<file path="src/rtl/temporal_epoch_ctrl_if.sv">
// Host-side bus of the temporal epoch controller: epoch request and result handshake.
// The host drives the master modport and the controller implements the slave modport.
interface temporal_epoch_ctrl_if #(
  parameter int unsigned N_IN = 2,
  parameter int unsigned T_W  = 4
);
  logic                  start_valid;
  logic                  start_ready;
  logic [N_IN*T_W-1:0]   in_time;
  logic [N_IN-1:0]       in_en;
  logic                  res_valid;
  logic                  res_ready;
  logic [T_W-1:0]        res_time;
  logic                  res_none;

  modport master (
    output start_valid, in_time, in_en, res_ready,
    input  start_ready, res_valid, res_time, res_none
  );

  modport slave (
    input  start_valid, in_time, in_en, res_ready,
    output start_ready, res_valid, res_time, res_none
  );
endinterface

</file>
<file path="src/rtl/temporal_epoch_ctrl.sv">
// Sequences one race-logic epoch: clear the primitive, release timed rising edges, time y_in.
// Optional feature macro TEMPORAL_CTRL_EARLY_EXIT_EN: leave RUN right after the first capture.
module temporal_epoch_ctrl #(
  parameter int unsigned N_IN      = 2,
  parameter int unsigned T_W       = 4,
  parameter int unsigned EPOCH_MAX = 15,
  parameter int unsigned RST_CYC   = 2
) (
  input  logic                      aclk,
  input  logic                      grst,
  temporal_epoch_ctrl_if.slave      bus,
  output logic                      rst_o,
  output logic [N_IN-1:0]           edge_o,
  input  logic                      y_in,
  output logic                      busy
);

  localparam int unsigned CW = (RST_CYC > 1) ? $clog2(RST_CYC) : 1;

  typedef enum logic [1:0] {StIdle, StClr, StRun, StDone} state_e;

  state_e              state_q;
  logic [CW-1:0]       clr_q;
  logic [T_W-1:0]      cnt_q;
  logic                hit_q;
  logic [N_IN*T_W-1:0] time_q;
  logic [N_IN-1:0]     en_q;

  logic [T_W-1:0]      nxt_k;
  logic [N_IN-1:0]     edge_nxt;
  logic                run_exit;

  // Edges are registered, so they are computed for the step the next cycle will show.
  always_comb begin
    nxt_k = (state_q == StClr) ? '0 : cnt_q + 1'b1;
    for (int i = 0; i < int'(N_IN); i++) begin
      edge_nxt[i] = en_q[i] &
                    (time_q[i*T_W +: T_W] <= nxt_k) &
                    (time_q[i*T_W +: T_W] <= T_W'(EPOCH_MAX));
    end
`ifdef TEMPORAL_CTRL_EARLY_EXIT_EN
    run_exit = (cnt_q == T_W'(EPOCH_MAX)) | (y_in & ~hit_q);
`else
    run_exit = (cnt_q == T_W'(EPOCH_MAX));
`endif
  end

  always_ff @(posedge aclk) begin
    if (grst) begin
      state_q         <= StIdle;
      clr_q           <= '0;
      cnt_q           <= '0;
      hit_q           <= 1'b0;
      time_q          <= '0;
      en_q            <= '0;
      rst_o           <= 1'b0;
      edge_o          <= '0;
      busy            <= 1'b0;
      bus.start_ready <= 1'b1;
      bus.res_valid   <= 1'b0;
      bus.res_time    <= '0;
      bus.res_none    <= 1'b0;
    end else begin
      case (state_q)
        StIdle: begin
          if (bus.start_valid) begin
            state_q         <= StClr;
            time_q          <= bus.in_time;
            en_q            <= bus.in_en;
            clr_q           <= '0;
            hit_q           <= 1'b0;
            rst_o           <= 1'b1;
            edge_o          <= '0;
            busy            <= 1'b1;
            bus.start_ready <= 1'b0;
            bus.res_time    <= '0;
            bus.res_none    <= 1'b0;
          end
        end
        StClr: begin
          if (clr_q == CW'(RST_CYC - 1)) begin
            state_q <= StRun;
            rst_o   <= 1'b0;
            cnt_q   <= '0;
            edge_o  <= edge_nxt;
          end else begin
            clr_q <= clr_q + 1'b1;
          end
        end
        StRun: begin
          if (y_in && !hit_q) begin
            hit_q        <= 1'b1;
            bus.res_time <= cnt_q;
          end
          if (run_exit) begin
            state_q       <= StDone;
            edge_o        <= '0;
            bus.res_valid <= 1'b1;
            bus.res_none  <= ~(hit_q | y_in);
          end else begin
            cnt_q  <= cnt_q + 1'b1;
            edge_o <= edge_o | edge_nxt;
          end
        end
        StDone: begin
          if (bus.res_ready) begin
            state_q         <= StIdle;
            bus.res_valid   <= 1'b0;
            busy            <= 1'b0;
            bus.start_ready <= 1'b1;
          end
        end
        default: state_q <= StIdle;
      endcase
    end
  end

endmodule

</file>
<file path="src/flat_wrapper.sv">
// flat-port wrapper written by rule: the top's interface ports become plain ports
module temporal_epoch_ctrl_flat 
#(
  parameter int unsigned N_IN      = 2,
  parameter int unsigned T_W       = 4,
  parameter int unsigned EPOCH_MAX = 15,
  parameter int unsigned RST_CYC   = 2
)
  (aclk, grst, rst_o, edge_o, y_in, busy, bus_start_valid, bus_in_time, bus_in_en, bus_res_ready, bus_start_ready, bus_res_valid, bus_res_time, bus_res_none);
  temporal_epoch_ctrl_if #(.N_IN(N_IN), .T_W(T_W)) bus_i ();
  input  logic aclk;
  input  logic grst;
  output logic rst_o;
  output logic [N_IN-1:0] edge_o;
  input  logic y_in;
  output logic busy;
  input wire logic [$bits(bus_i.start_valid)-1:0] bus_start_valid;
  input wire logic [$bits(bus_i.in_time)-1:0] bus_in_time;
  input wire logic [$bits(bus_i.in_en)-1:0] bus_in_en;
  input wire logic [$bits(bus_i.res_ready)-1:0] bus_res_ready;
  output wire logic [$bits(bus_i.start_ready)-1:0] bus_start_ready;
  output wire logic [$bits(bus_i.res_valid)-1:0] bus_res_valid;
  output wire logic [$bits(bus_i.res_time)-1:0] bus_res_time;
  output wire logic [$bits(bus_i.res_none)-1:0] bus_res_none;
  assign bus_i.start_valid = bus_start_valid;
  assign bus_i.in_time = bus_in_time;
  assign bus_i.in_en = bus_in_en;
  assign bus_i.res_ready = bus_res_ready;
  assign bus_start_ready = bus_i.start_ready;
  assign bus_res_valid = bus_i.res_valid;
  assign bus_res_time = bus_i.res_time;
  assign bus_res_none = bus_i.res_none;
  temporal_epoch_ctrl #(.N_IN(N_IN), .T_W(T_W), .EPOCH_MAX(EPOCH_MAX), .RST_CYC(RST_CYC)) u_core (.aclk(aclk), .grst(grst), .bus(bus_i), .rst_o(rst_o), .edge_o(edge_o), .y_in(y_in), .busy(busy));
endmodule
</file>
<file path="config.mk">
export PLATFORM = sky130hd
export DESIGN_NAME = temporal_epoch_ctrl_flat
export DESIGN_NICKNAME = d
export VERILOG_FILES = /design/src/rtl/temporal_epoch_ctrl_if.sv /design/src/rtl/temporal_epoch_ctrl.sv /design/src/flat_wrapper.sv
export SDC_FILE = /design/constraint.sdc
export NUM_CORES = 1
export LEC_CHECK = 0
export CAP_MARGIN = 20
export CELL_PAD_IN_SITES_DETAIL_PLACEMENT = 0
export CELL_PAD_IN_SITES_GLOBAL_PLACEMENT = 2
export CORE_ASPECT_RATIO = 0.6
export CORE_MARGIN = 1.5
export CORE_UTILIZATION = 33
export DETAILED_ROUTE_END_ITERATION = 12
export PLACE_DENSITY_LB_ADDON = 0.15
export SYNTH_ARGS = -nofsm -noshare
export SYNTH_HDL_FRONTEND = slang
export SYNTH_SLANG_ARGS = --single-unit
</file>
<file path="constraint.sdc">
create_clock -name aclk -period 4.8 [get_ports aclk]
set_input_delay 0.72 -clock aclk [delete_from_list [all_inputs] [get_ports aclk]]
set_output_delay 0.72 -clock aclk [all_outputs]
set_load 0.05 [all_outputs]
</file>
==> results of run 1 <==
-- final cells by class --
| type | count | area share |
|---|---|---|
| clock buffers | 7 | 0.0445 |
| inverters | 5 | 0.00968 |
| multi-input cells | 144 | 0.477 |
| flip-flops and latches | 29 | 0.299 |
| well taps | 63 | 0.0406 |
| repair buffers | 25 | 0.129 |
-- worst reg2reg max path, cell delays in order, from the launching register on --
cell	delay, ps
dfxtp_1	350
inv_1	100
ha_1	630
nor2_1	180
a211oi_2	390
mux2i_1	230
nor2_1	50
-- sequential cells by signal, indices dropped and copies added, names as in the netlist --
register / cells
u_core.busy: 1
u_core.clr_q: 1
u_core.bus.res_time: 4
u_core.edge_o: 2
u_core.time_q: 8
u_core.bus.res_valid: 1
u_core.en_q: 2
u_core.rst_o: 1
u_core.state_q: 2
u_core.bus.res_none: 1
u_core.hit_q: 1
u_core.cnt_q: 4
u_core.bus.start_ready: 1
-- how the worst min path moves through the flow --
| stage | from | to | cells after the start |
|---|---|---|---|
| floorplan | u_core.time_q[0] | u_core.time_q[0] | 2 |
| global placement | u_core.bus.res_time[3] | u_core.bus.res_time[3] | 2 |
| detailed placement | u_core.bus.res_time[2] | u_core.bus.res_time[2] | 2 |
| CTS | u_core.bus.res_time[0] | u_core.bus.res_time[0] | 2 |
| global route | u_core.bus.res_time[2] | u_core.bus.res_time[2] | 2 |
| finish | u_core.bus.res_time[2] | u_core.bus.res_time[2] | 2 |
-- cell families (layout without fill, tap and decap cells) --
group           Yosys count  after routing
buf+inv                  14             37
flops                    29             29
xor+xnor                  2              2
mux                       3              3
fa+ha+maj                14             14
simple gates             79             79
compound gates           46             46
-- where the power goes --
group / switching [uW] / internal [uW]
Clock: 90.8 / 114
Sequential: 28.7 / 278
Combinational: 272 / 182
-- synthesized netlist by cell type, types with 5 or more instances --
master and n:
a21oi_1 28, clkbuf_1 5, nand2b_1 7, dfxtp_1 29, ha_1 14, nor2_1 10
inv_1 5, nor3_1 6, nand2_1 31, nand3_1 7
-- metal layers --
metal / routed length [um] / up-vias / GRT usage / part of all wire
met4: 61 / 0 / 0.0659 / 0.017
met5: 0 / - / 0 / 0
met3: 154 / 8 / 0.0488 / 0.043
li1: - / 703 / - / -
met2: 1340 / 29 / 0.208 / 0.37
met1: 2050 / 614 / 0.232 / 0.57
-- stage by stage --
step / hold slack (ps) / area [um^2] / worst slack [ps]
after global routing: 483 / 1940 / 2400
after CTS: 467 / 1940 / 2460
after detailed placement: 451 / 1850 / 2180
after global placement: 445 / 1850 / 2190
after floorplan: 436 / 1560 / 3040
final: 461 / 1940 / 2470
-- placed cells by master, fill, tap and decap left out, types with 2 or more instances in the layout --
| cell | netlist | final |
|---|---|---|
| nand2_1 | 31 | 31 |
| dfxtp_1 | 29 | 29 |
| a21oi_1 | 28 | 28 |
| clkdlybuf4s50_1 | 0 | 25 |
| ha_1 | 14 | 14 |
| nor2_1 | 10 | 10 |
| nand2b_1 | 7 | 7 |
| nand3_1 | 7 | 7 |
| nor3_1 | 6 | 6 |
| clkbuf_8 | 0 | 6 |
| inv_1 | 5 | 5 |
| nor2b_1 | 4 | 4 |
| a21o_1 | 4 | 4 |
| nand4_1 | 4 | 4 |
| mux2i_1 | 3 | 3 |
| o21ai_0 | 3 | 3 |
| xor2_1 | 2 | 2 |
| and2_1 | 2 | 2 |
| and2b_1 | 2 | 2 |
| o211a_1 | 2 | 2 |
| a32o_1 | 2 | 2 |
==> impl_results.md, run 1 <==
- Grt ovf: 0
- Worst Tran Pin Value: 1100 ps
- Max stage delay on crit path: 1200 ps
- Number of fill cells in the layout: 470
- Pwr Total: 966 uW
- Nets: 239
- Cell Count, Final, Fillers Out: 273
- # hold bufs at CTS: 0
- Clock Latency Late Sink: 280 ps
- Post-Synth Adder-Cell Area: 0.112
- Ranking of synthesized cells by area: dfxtp_1 37%, ha_1 11%, a21oi_1 9.0%, nand2_1 7.5%, nand2b_1 2.8%
- Ratio of cells with drive above 1 in the final layout: 0.0524
- Average cell area after synthesis: 8.35 um^2
- # port buffers: 25
- Yosys top cell area share: 0.372
- Synth async-reset ratio: 0
- Setup bufs post-CTS: 0
- Synth Area in Compound Gates: 0.195
- Max Freq: 0.430 GHz
- Crit path launch type: input port
- Netlist cell types: 36
- Drc violations: 0
- Hpwl dp: 2650 um
- Register area: 581 um^2
- ANT cells: 0
- Ports: 26
- Vias/cell: 4.96
- Max-Cap Viols: 0
- Vias in the first global route: 1277
- Clk_skew: 5.18 ps
- Largest family of logic cells by synthesized area: simple AND/OR/NAND/NOR gates
- Chip Height: 56.3 um
- Post-cts sizing count: 0
- Pins over their slew limit: 0
- Register area share after synthesis: 0.372
- Net Count, Synth: 216
- CP Depth: 3
- DR WL/cell: 13.2 um
- Final design utilization: 0.425
- First-pass GRT wire length: 6180 um
- Final Cycle Share: 0.485
- Post-synth EDFFs: 0
- Worst IR Drop VDD: 0.131 mV
- First-pass DRT Iterations: 4
- Crit-path cells: clkdlybuf4s50_1 > and4bb_2 > a32o_1
- Crit path required time: 4970 ps
- Hold Crit Class: reg2reg
- Die Width: 91.8 um
- Row count: 19
- H-tree Lvls: 2
- Num CTS Buffers: 5
- #FFs+latches synth: 29
- Final setup vio count: 0
- Status: finished, final reports clean
- RR Startpoint: u_core.state_q[0]
- P&R area growth vs syn: 24.2%
- Pwr Density: 498 mW/mm^2
- XOR/XNOR Fraction of Synth Area: 0.0112
- CP Buf/Inv Count: 1
- Critical path arrival: 2490 ps
- Length in cells of the worst reg-to-reg path: 6
- Largest net degree at the start of global routing: 30
- Synthesized area: 0.00156 mm^2
- CP max-delay cell: clkdlybuf4s50_1
- Footprint of the multi-input gates: 925 um^2
- Synth Warn #: 0
- Slew headroom: 0.262
- Reg2reg setup slack: 2720 ps
- Clk sink count: 29
- Simple-gate share of the synthesized area: 0.255
- Critical Path Sink Type: flop
- Area leader, netlist: dfxtp_1
- Final GP Congestion: 0.737
- Antenna Nets Post-Route: 0
- Initial antenna violation count: 0
- RSZ-0062 raised after global routing: false
- Synth Instances: 187
- Clk root buf: clkbuf_8
- Crit-path leading delay family: buffers and inverters
- R2R Path End: u_core.hit_q
- Critical Path End: u_core.edge_o[1]
- Post-placement cell count: 266
- DR iter-0 viols: 65
- Tmin final: 2330 ps
- Synth Flop Type: dfxtp_1
- Critical path origin: grst
- Total global-route track usage: 0.157
- Initial Util: 0.342
- Core Region: 0.00456 mm^2
- Crit-path max FO: 29
- Vias: 1354
- Final WL: 3610 um
- Die area: 0.00517 mm^2
- Final Hold Viols: 0
- Setup TNS: 0 ps
- Max clock buf depth: 2
- Critical path type: in2reg
- CTS tree: done
- Mux cell area share after synthesis: 0.0192
- Leak: 0.000748 uW
- CTS clk-pin slew, worst paths: 60 ps
Power figures use the tool's default switching activity.
==> run 2, diff against run 1 <==
--- a/config.mk
+++ b/config.mk
@@ -10,7 +10,7 @@
 export CELL_PAD_IN_SITES_GLOBAL_PLACEMENT = 2
 export CORE_ASPECT_RATIO = 0.6
 export CORE_MARGIN = 1.5
-export CORE_UTILIZATION = 33
+export CORE_UTILIZATION = 28
 export DETAILED_ROUTE_END_ITERATION = 12
 export PLACE_DENSITY_LB_ADDON = 0.15
 export SYNTH_ARGS = -nofsm -noshare
==> constraint.sdc (replaced) <==
create_clock -name aclk -period 2.1 [get_ports aclk]
set_input_delay 0.315 -clock aclk [delete_from_list [all_inputs] [get_ports aclk]]
set_output_delay 0.315 -clock aclk [all_outputs]
set_load 0.05 [all_outputs]
==> run 2 against run 1 <==
Sequential share of layout area fell by 0.95 points. Cell area rose by 3.5%. Sequential cell count did not move. Die area rose by 17%. Clock skew rose by 0.52 ps. Core utilization fell by 3.9 points. Critical path depth rose by 5. Largest power group unchanged. Highest routed layer unchanged.
==> impl_results.md, run 2 (same netlist as run 1, synthesis figures left out) <==
- Vias: 1369 (+1.1%)
- Clk_skew: 5.70 ps (+0.522 ps)
- Row count: 20 (+1)
- Tmin final: 1900 ps
- Cell Count, Final, Fillers Out: 284 (+4.0%)
- Initial Util: 0.300 (-0.0421)
- Die Width: 99.4 um (+8.3%)
- Vias in the first global route: 1351 (+5.8%)
- Worst IR Drop VDD: 0.300 mV (+130%)
- Final Hold Viols: 0 (unchanged)
- Clk sink count: 29 (unchanged)
- # port buffers: 25 (unchanged)
- Post-placement cell count: 277 (+4.1%)
- Max reg flops: 8 (unchanged)
- Initial antenna violation count: 0 (unchanged)
- Total global-route track usage: 0.148 (-0.00904)
- Crit path required time: 2330 ps (-2640 ps)
- ANT cells: 0 (unchanged)
- DR iter-0 viols: 45 (-31%)
- Final Instance Area: 0.00201 mm^2 (+3.5%)
- Grt ovf: 0 (unchanged)
- Biggest registers after layout: u_core.time_q (8), u_core.bus.res_time (4), u_core.cnt_q (4)
- Nets: 247 (+3.3%)
- Num CTS Buffers: 5 (unchanged)
- Status: finished, final reports clean
- DR WL/cell: 13.7 um (+3.8%)
- Final WL: 3900 um (+8.0%)
- H-tree Lvls: 2 (unchanged)
- RSZ-0062 raised after global routing: false
- Max clock buf depth: 2 (unchanged)
- # hold bufs at CTS: 0 (unchanged)
- Vias/cell: 4.82 (-2.8%)
- Placement Setup Slack: 114 ps (-2070 ps)
- Footprint of the multi-input gates: 927 um^2 (+0.27%)
- Antenna Nets Post-Route: 0 (unchanged)
- Hold Crit Class: reg2reg
- Register area: 582 um^2 (+0.22%)
- Max Freq: 0.527 GHz
- Pwr Density: 1130 mW/mm^2 (+130%)
- Final setup vio count: 0 (unchanged)
- Critical path type: reg2reg
- First-pass GRT wire length: 6670 um (+7.9%)
- Final Cycle Share: 0.904
- P&R area growth vs syn: 28.5%
- Number of fill cells in the layout: 528 (+12%)
- Hpwl dp: 3040 um (+15%)
- Drc violations: 0 (unchanged)
- Final WS setup: 202 ps (-2270 ps)
- Leak: 0.000787 uW (+5.3%)
- Reg with most FFs: u_core.time_q
- Core Region: 0.00520 mm^2 (+14%)
- Slew headroom: 0.659 (+0.397)
- Final GP Congestion: 0.865 (+17%)
- Crit-path max FO: 5 (-83%)
- Largest net degree at the start of global routing: 15 (-50%)
- Clock Latency Late Sink: 280 ps (about the same)
- First-pass DRT Iterations: 4 (unchanged)
- Crit path launch type: flop
- Max-Cap Viols: 0 (unchanged)
- Die area: 0.00605 mm^2 (+17%)
- Ports: 26 (unchanged)
- Setup TNS: 0 ps (unchanged)
- Critical Path Sink Type: flop
- Clk root buf: clkbuf_8
- CTS clk-pin slew, worst paths: 60 ps (about the same)
- Placement Cell Area: 0.00192 mm^2 (+3.4%)
- Pins over their slew limit: 0 (unchanged)
- Critical path arrival: 2130 ps (-360 ps)
- Chip Height: 60.8 um (+8.1%)
- CTS tree: done
- Worst Tran Pin Value: 509 ps (-594 ps)
- Ratio of cells with drive above 1 in the final layout: 0.0963 (+0.0439)
- Hold Worst Slack: 454 ps (-6.39 ps)
- Commonest non-fill, non-tap cell in the layout: nand2_1
- Commonest cells after routing, fill and taps aside: 31 x nand2_1, 28 x a21oi_1, 28 x dfxtp_1, 25 x clkdlybuf4s50_1, 13 x ha_1
-- run 2: cell count changes in the layout (fill, tap and decap cells not counted), sizes merged --
cell / delta
buf: +8
-- run 2: final timing paths --
kind	cells after the start	from	slack, ps	end
max reg2reg	8	u_core.state_q[1]	200	u_core.edge_o[1]
min reg2reg	2	u_core.time_q[4]	450	u_core.time_q[4]
min	2	u_core.time_q[4]	450	u_core.time_q[4]
max	8	u_core.state_q[1]	200	u_core.edge_o[1]
-- run 2: power by group --
| group | internal [uW] | switching, uW | total (uW) | leakage [uW] |
|---|---|---|---|---|
| Combinational | 454 | 643 | 1100 | 0.000506 |
| Sequential | 638 | 71.0 | 709 | 0.000237 |
| Clock | 260 | 211 | 471 | 0.0000443 |
| Total | 1350 | 925 | 2280 | 0.000787 |
-- run 2: layout make-up --
class	count	area share
clock buffers	7	0.0430
inverters	5	0.00935
multi-input cells	144	0.462
flip-flops and latches	29	0.290
well taps	66	0.0411
repair buffers	33	0.155
-- run 2: what timing repair did --
item	in CTS	in global routing
endpoints found under the setup margin	0	5
endpoints found under the hold margin	0	0
resized for setup	0	3
setup buffers	0	0
-- run 2: worst max-delay path: stages, from the launching register on --
cell and delay [ps]:
dfxtp_2 360, inv_1 70, ha_1 250, nand2b_1 200
ha_1 310, nor2b_1 130, o211a_1 190, o21ai_0 150
a32o_1 180
-- run 2: stage by stage --
step / util / total power [uW]
2_1_floorplan: - / 1510
3_3_place_gp: 0.368 / 1800
3_5_place_dp: 0.368 / 1810
4_1_cts: 0.385 / 2280
5_1_grt: 0.386 / 2470
6_report: 0.386 / 2280
-- run 2: routing by layer --
metal	track usage	share of wire	vias up	wire, um
li1	-	-	719	-
met1	0.200	0.54	608	2080
met2	0.224	0.39	38	1510
met3	0.0565	0.067	4	261
met4	0.0423	0.0090	0	35
met5	0	0	-	0
==> run 3, diff against run 2 <==
--- a/config.mk
+++ b/config.mk
@@ -11,6 +11,7 @@
 export CORE_ASPECT_RATIO = 0.6
 export CORE_MARGIN = 1.5
 export CORE_UTILIZATION = 28
+export CTS_CLUSTER_SIZE = 30
 export DETAILED_ROUTE_END_ITERATION = 12
 export PLACE_DENSITY_LB_ADDON = 0.15
 export SYNTH_ARGS = -nofsm -noshare
==> results of run 3 <==
No change in the layout: final DEF, timing and power equal those of run 2.
